==> src/rtl/aes128_package.sv <==
// Shared types, constants and helper functions for the AES128 masked datapath.
package aes128_package;

  typedef logic mul_id_t;

  localparam int MUL_ARB_FIFO_DEPTH = 2;

  // Number of share pairs (i<j); one r and one p word per pair.
  function automatic int num_quad(input int n);
    return (n * (n - 1)) / 2;
  endfunction

  function automatic int pair_index(input int i, input int j, input int n);
    int lo;
    int hi;
    lo = (i < j) ? i : j;
    hi = (i < j) ? j : i;
    return lo * n - (lo * (lo + 1)) / 2 + (hi - lo - 1);
  endfunction

  // Reduction polynomial (without the x^w term); 8 bits uses the AES field.
  function automatic logic [7:0] gf_poly(input int w);
    return (w == 8) ? 8'h1B : 8'h00;
  endfunction

endpackage

==> src/rtl/masked_hpc3_1_mul.sv <==
// HPC3-style masked multiplier with one register stage; operands are share-packed
// vectors, one r and one p word per share pair. GF(2^8) for 8-bit shares, AND for 1-bit.
module masked_hpc3_1_mul
  import aes128_package::*;
#(
  parameter int NUM_SHARES = 3,
  parameter int BIT_WIDTH  = 1,
  localparam int NUM_QUADRATIC = num_quad(NUM_SHARES),
  localparam int SHARE_W = NUM_SHARES * BIT_WIDTH,
  localparam int RAND_W  = NUM_QUADRATIC * BIT_WIDTH
) (
  input  logic               in_clock,
  input  logic               in_reset,
  input  logic [SHARE_W-1:0] in_a,
  input  logic [SHARE_W-1:0] in_b,
  input  logic [RAND_W-1:0]  in_r,
  input  logic [RAND_W-1:0]  in_p,
  output logic [SHARE_W-1:0] out_c
);

  localparam logic [BIT_WIDTH-1:0] GF_POLY = BIT_WIDTH'(gf_poly(BIT_WIDTH));

  function automatic logic [BIT_WIDTH-1:0] gf_mul(input logic [BIT_WIDTH-1:0] x,
                                                  input logic [BIT_WIDTH-1:0] y);
    logic [BIT_WIDTH-1:0] acc;
    logic [BIT_WIDTH-1:0] sh;
    acc = '0;
    sh  = x;
    for (int k = 0; k < BIT_WIDTH; k++) begin
      if (y[k]) acc = acc ^ sh;
      sh = (sh << 1) ^ (sh[BIT_WIDTH-1] ? GF_POLY : '0);
    end
    return acc;
  endfunction

  logic [BIT_WIDTH-1:0] t_mul [NUM_SHARES][NUM_SHARES];
  logic [BIT_WIDTH-1:0] t_msk [NUM_SHARES][NUM_SHARES];

  // Cross terms a_i*(b_j^r) and a_i*r^p are registered before compression;
  // each p word appears in both shares of its pair and cancels on recombination.
  always_ff @(posedge in_clock) begin
    if (in_reset) begin
      for (int i = 0; i < NUM_SHARES; i++) begin
        for (int j = 0; j < NUM_SHARES; j++) begin
          t_mul[i][j] <= '0;
          t_msk[i][j] <= '0;
        end
      end
    end else begin
      for (int i = 0; i < NUM_SHARES; i++) begin
        for (int j = 0; j < NUM_SHARES; j++) begin
          if (i == j) begin
            t_mul[i][j] <= gf_mul(in_a[i*BIT_WIDTH +: BIT_WIDTH], in_b[i*BIT_WIDTH +: BIT_WIDTH]);
            t_msk[i][j] <= '0;
          end else begin
            t_mul[i][j] <= gf_mul(in_a[i*BIT_WIDTH +: BIT_WIDTH],
                                  in_b[j*BIT_WIDTH +: BIT_WIDTH]
                                  ^ in_r[pair_index(i, j, NUM_SHARES)*BIT_WIDTH +: BIT_WIDTH]);
            t_msk[i][j] <= gf_mul(in_a[i*BIT_WIDTH +: BIT_WIDTH],
                                  in_r[pair_index(i, j, NUM_SHARES)*BIT_WIDTH +: BIT_WIDTH])
                           ^ in_p[pair_index(i, j, NUM_SHARES)*BIT_WIDTH +: BIT_WIDTH];
          end
        end
      end
    end
  end

  always_comb begin
    out_c = '0;
    for (int i = 0; i < NUM_SHARES; i++) begin
      for (int j = 0; j < NUM_SHARES; j++) begin
        out_c[i*BIT_WIDTH +: BIT_WIDTH] = out_c[i*BIT_WIDTH +: BIT_WIDTH] ^ t_mul[i][j] ^ t_msk[i][j];
      end
    end
  end

endmodule

==> src/rtl/masked_mul_arbiter.sv <==
// Round-robin sharing of one masked_hpc3_1_mul between two requesters with a tagged
// 2-entry result FIFO. Option macro: MASKED_MUL_ARB_IDLE_ZERO_EN (zero gadget inputs when idle).
module masked_mul_arbiter
  import aes128_package::*;
#(
  parameter int NUM_SHARES = 3,
  parameter int BIT_WIDTH  = 1,
  localparam int NUM_QUADRATIC = num_quad(NUM_SHARES),
  localparam int SHARE_W = NUM_SHARES * BIT_WIDTH,
  localparam int RAND_W  = NUM_QUADRATIC * BIT_WIDTH
) (
  input  logic                    in_clock,
  input  logic                    in_reset,
  input  logic [1:0]              in_req_valid,
  output logic [1:0]              out_req_ready,
  input  logic [1:0][SHARE_W-1:0] in_req_a,
  input  logic [1:0][SHARE_W-1:0] in_req_b,
  input  logic                    in_rand_valid,
  output logic                    out_rand_ready,
  input  logic [RAND_W-1:0]       in_rand_r,
  input  logic [RAND_W-1:0]       in_rand_p,
  output logic                    out_res_valid,
  input  logic                    in_res_ready,
  output logic                    out_res_id,
  output logic [SHARE_W-1:0]      out_res_c
);

  localparam int CNT_W = $clog2(MUL_ARB_FIFO_DEPTH + 1);
  localparam int PTR_W = $clog2(MUL_ARB_FIFO_DEPTH);

  logic [CNT_W-1:0]   fifo_count;
  logic [PTR_W-1:0]   rd_ptr;
  logic [PTR_W-1:0]   wr_ptr;
  logic [SHARE_W-1:0] fifo_c  [MUL_ARB_FIFO_DEPTH];
  mul_id_t            fifo_id [MUL_ARB_FIFO_DEPTH];

  logic    s1_valid;
  mul_id_t s1_id;
  mul_id_t prio;

  logic    credit_ok;
  logic    issue;
  mul_id_t grant;
  logic    fifo_empty;
  logic    pop;
  logic    pop_fifo;
  logic    push;

  logic [SHARE_W-1:0] gadget_a;
  logic [SHARE_W-1:0] gadget_b;
  logic [SHARE_W-1:0] gadget_c;
  logic [RAND_W-1:0]  gadget_r;
  logic [RAND_W-1:0]  gadget_p;

  // Results already queued plus the one in the gadget must leave a free FIFO slot.
  assign credit_ok = ((CNT_W+1)'(fifo_count) + (CNT_W+1)'(s1_valid))
                     < (CNT_W+1)'(MUL_ARB_FIFO_DEPTH);
  assign grant          = (&in_req_valid) ? prio : in_req_valid[1];
  assign issue          = ~in_reset & (|in_req_valid) & in_rand_valid & credit_ok;
  assign out_req_ready  = issue ? (grant ? 2'b10 : 2'b01) : 2'b00;
  assign out_rand_ready = issue;

`ifdef MASKED_MUL_ARB_IDLE_ZERO_EN
  always_comb begin
    gadget_a = '0;
    gadget_b = '0;
    gadget_r = '0;
    gadget_p = '0;
    if (issue) begin
      gadget_a = in_req_a[grant];
      gadget_b = in_req_b[grant];
      gadget_r = in_rand_r;
      gadget_p = in_rand_p;
    end
  end
`else
  mul_id_t sel;

  assign sel      = issue ? grant : prio;
  assign gadget_a = in_req_a[sel];
  assign gadget_b = in_req_b[sel];
  assign gadget_r = in_rand_r;
  assign gadget_p = in_rand_p;
`endif

  masked_hpc3_1_mul #(
    .NUM_SHARES(NUM_SHARES),
    .BIT_WIDTH (BIT_WIDTH)
  ) u_mul (
    .in_clock(in_clock),
    .in_reset(in_reset),
    .in_a    (gadget_a),
    .in_b    (gadget_b),
    .in_r    (gadget_r),
    .in_p    (gadget_p),
    .out_c   (gadget_c)
  );

  // An empty FIFO lets the gadget output fall through, giving issue-to-head latency of one cycle.
  assign fifo_empty    = (fifo_count == '0);
  assign out_res_valid = ~fifo_empty | s1_valid;

  always_comb begin
    out_res_id = 1'b0;
    out_res_c  = '0;
    if (!fifo_empty) begin
      out_res_id = fifo_id[rd_ptr];
      out_res_c  = fifo_c[rd_ptr];
    end else if (s1_valid) begin
      out_res_id = s1_id;
      out_res_c  = gadget_c;
    end
  end

  assign pop      = out_res_valid & in_res_ready;
  assign pop_fifo = pop & ~fifo_empty;
  assign push     = s1_valid & ~(fifo_empty & pop);

  always_ff @(posedge in_clock) begin
    if (in_reset) begin
      fifo_count <= '0;
      rd_ptr     <= '0;
      wr_ptr     <= '0;
      s1_valid   <= 1'b0;
      s1_id      <= 1'b0;
      prio       <= 1'b0;
    end else begin
      s1_valid <= issue;
      if (issue) begin
        s1_id <= grant;
        prio  <= ~grant;
      end
      if (push) wr_ptr <= wr_ptr + PTR_W'(1);
      if (pop_fifo) rd_ptr <= rd_ptr + PTR_W'(1);
      fifo_count <= fifo_count + CNT_W'(push) - CNT_W'(pop_fifo);
    end
  end

  always_ff @(posedge in_clock) begin
    if (push) begin
      fifo_c[wr_ptr]  <= gadget_c;
      fifo_id[wr_ptr] <= s1_id;
    end
  end

endmodule
==> config.mk <==
export PLATFORM = sky130hd
export DESIGN_NAME = masked_mul_arbiter
export DESIGN_NICKNAME = d
export VERILOG_FILES = /design/src/rtl/aes128_package.sv /design/src/rtl/masked_hpc3_1_mul.sv /design/src/rtl/masked_mul_arbiter.sv
export SDC_FILE = /design/constraint.sdc
export NUM_CORES = 1
export LEC_CHECK = 0
export CAP_MARGIN = 20
export CORE_UTILIZATION = 41
export CTS_CLUSTER_DIAMETER = 60
export DETAILED_ROUTE_END_ITERATION = 10
export GPL_TIMING_DRIVEN = 0
export MAX_ROUTING_LAYER = met4
export PLACE_DENSITY = 0.78
export SLEW_MARGIN = 20
export SYNTH_ARGS = -nofsm -noshare
export SYNTH_HDL_FRONTEND = slang
export SYNTH_SLANG_ARGS = --single-unit
export TNS_END_PERCENT = 20
==> constraint.sdc <==
create_clock -name in_clock -period 1.9 [get_ports in_clock]
set_clock_uncertainty 0.15 [all_clocks]
set_input_delay 0.285 -clock in_clock [delete_from_list [all_inputs] [get_ports in_clock]]
set_output_delay 0.285 -clock in_clock [all_outputs]
set_load 0.01 [all_outputs]
==> out/metrics.csv <==
metric,value,unit
hp-class,input pin to register,
grt-ovfl-total,0,
num_rows,21,
hold_ws,0.369,ns
ant_nets,0,
start_kind,register,
setup_violations,11,
fin_cells,247,
globalplace.congestion,0.866,
cpPeakStageDelay,0.38,ns
firstDrtPassIters,4,
relSlewSlack,0.703,
async_flop_share,0,
drc,0,
worstMarginPinSlew,0.446,ns
drt_wl_total,3.42,mm
crit_type,register to register,
r2r_setup_slack,-0.10,ns
portBuffers,31,
cts_inserted_buffers,5,
viasPerCell,5.11,
cp.arrival,2.07,ns
postSynthAreaPerCell,9.84,um2
synth_cells,152,
worstSetupEndpointType,register,
vias,1263,
place_inst,229,
fmax,0.499,GHz
powerDensity,910,nW/um2
htreeDepth,2,
start_util,0.438,
antenna_found_initial,0,
grt_util_all_layers,0.178,
finalNetCount,226,
crit_fanout,5,
synth_fp_nets,178,
synthDominantCellAreaShare,0.308,
clk_path_buf_depth,2,
crit_required,1.97,ns
hpwlAfterDp,2.40,mm
setup_ws,-0.103,ns
reg2reg_depth,7,
post-route-util,0.629,
power,0.00196,W
grt_pass1_wl,5.14,mm
yosysTopAreaCell,dfxtp_1,
dieHeight,62.4,um
cap_violations,0,
synthFlopType,dfxtp_1,
final.setup.tns,-0.703,ns
clk_latency,0.32,ns
cts_tree,yes,
slew_viol_final,0,
die-width,62.4,um
syn2layout_area_growth,43.8,%
synth.most_common_cell,dfxtp_1,
dieArea,3890,um2
clk_pin_slew,0.09,ns
synth.yosys.seq_area_share,0.469,
synth_area_leaders,"dfxtp_1 31%, edfxtp_1 16%, xnor2_1 8.8%, a211oi_1 4.5%, nand3_1 4.4%",
rsz0062_at_grt,yes,
ys_ff_latch,31,
leakagePower,0.884,nW
core,3420,um2
ys_warn_count,0,
period_needed,2.00,ns
grt_max_degree,11,
final_layout_size_suffix_gt1_frac,0.289,
io_pins,32,
crit_chain,nor3b_4 -> buf_4 -> nand4b_1 -> buf_6 -> and3_4 -> o21ai_4 -> mux2_4,
violations,negative setup slack,
irDropWorstVdd,0.331,mV
finalHoldViolCount,0,
drt-initial-drc-count,29,
syn_area,1500,um2
clock-root-buffer,clkbuf_4,
min_path_cells,5,
yosys-top-cells-count,"23 x dfxtp_1, 15 x nor2_1, 15 x xnor2_1",
outcome,"finished, violations left",
grt_pass1_vias,1248,
synth_edf_count,8,
antenna_cells,0,
finalCritPeriodShare,1.05,
slowest_stage,dfxtp_4,
routedWlPerCell,13.8,um
synth_cell_types,34,
clock-sinks,31,
-- cells in the final DEF (no fill, tap or decap), types with 3 or more instances in the layout --
cell             count
dlymetal6s2s_1       4
mux2_4               3
and3_4               3
edfxtp_1             8
clkbuf_1             4
clkdlybuf4s50_1     19
nand3_1             12
xnor2_2              4
xnor2_1             11
buf_4               10
buf_6                3
dfxtp_2              3
inv_1                4
nor2b_1              6
buf_2                4
o21ai_1              7
a21o_1               6
mux2i_1              6
nor2_1              12
o21ai_2              3
clkbuf_4             5
dfxtp_1             19
o21ai_4              3
a211oi_1             9
-- worst max-delay path: cells and delay by family, from the launching register on --
| family | cells | cell delay, ns |
|---|---|---|
| DFF | 1 | 0.38 |
| AOI/OAI and AO/OA | 1 | 0.16 |
| muxes | 1 | 0.31 |
| and+or+nand+nor | 3 | 0.55 |
| buffers and inverters | 2 | 0.34 |
-- per-stage QoR --
stage          setup WS [ns]  area (um2)
2_1_floorplan         0.0281        1500
3_3_place_gp          -0.669        1870
3_5_place_dp          -0.704        1870
4_1_cts               -0.256        1980
5_1_grt               -0.207        2150
6_report              -0.103        2150
-- area by class of cell --
cell class	instances	area [um2]
sequential	31	708
timing repair buffer	43	385
clock inverter	1	5.00
buffer	3	18.8
clock buffer	7	45.0
multi-input combinational	111	911
tap	46	57.6
fill	297	1270
inverter	5	18.8
-- cells by family after synthesis --
logic type / Yosys count / synth area share
AND/OR/NAND/NOR: 46 / 0.156
AO/OA/AOI/OAI: 37 / 0.168
flip-flops: 31 / 0.469
XOR/XNOR: 16 / 0.0937
buffers and inverters: 10 / 0.0268
multiplexers: 10 / 0.0703
adder cells (fa/ha/maj): 2 / 0.0167
-- path summary, 6_finish.rpt --
path / startpoint / endpoint
setup / recovery: fifo_count[1] / u_mul.t_msk[0][0]
hold / removal: in_rand_valid / s1_valid
setup reg to reg: fifo_count[1] / u_mul.t_msk[0][0]
hold reg to reg: rd_ptr / rd_ptr
-- state kept, by name, summed over array words and instances (netlist names), 2 cells and up, named ones only --
signal and count:
fifo_c 6, fifo_count 2, fifo_id 2, u_mul.t_msk 6, u_mul.t_mul 9
-- routing by layer --
| metal | GRT usage | vias to the layer above | wire length [um] |
|---|---|---|---|
| li1 | - | 635 | - |
| met1 | 0.178 | 580 | 1400 |
| met2 | 0.312 | 39 | 1810 |
| met3 | 0.0511 | 9 | 126 |
| met4 | 0.0959 | 0 | 81 |
| met5 | - | - | 0 |
-- report_power, final --
group	internal [W]	switching (W)	leakage (nW)
sequential	0.000779	0.0000819	0.264
combinational	0.000399	0.000350	0.591
clock	0.000144	0.000202	0.0293
-- repair_timing --
item	CTS	global route
hold buffers	0	0
gates cloned	0	1
resized for setup	37	41
setup buffers	4	7
endpoints found under the setup margin	24	25
pin swaps	12	12
(Power assumes the default switching activity.)
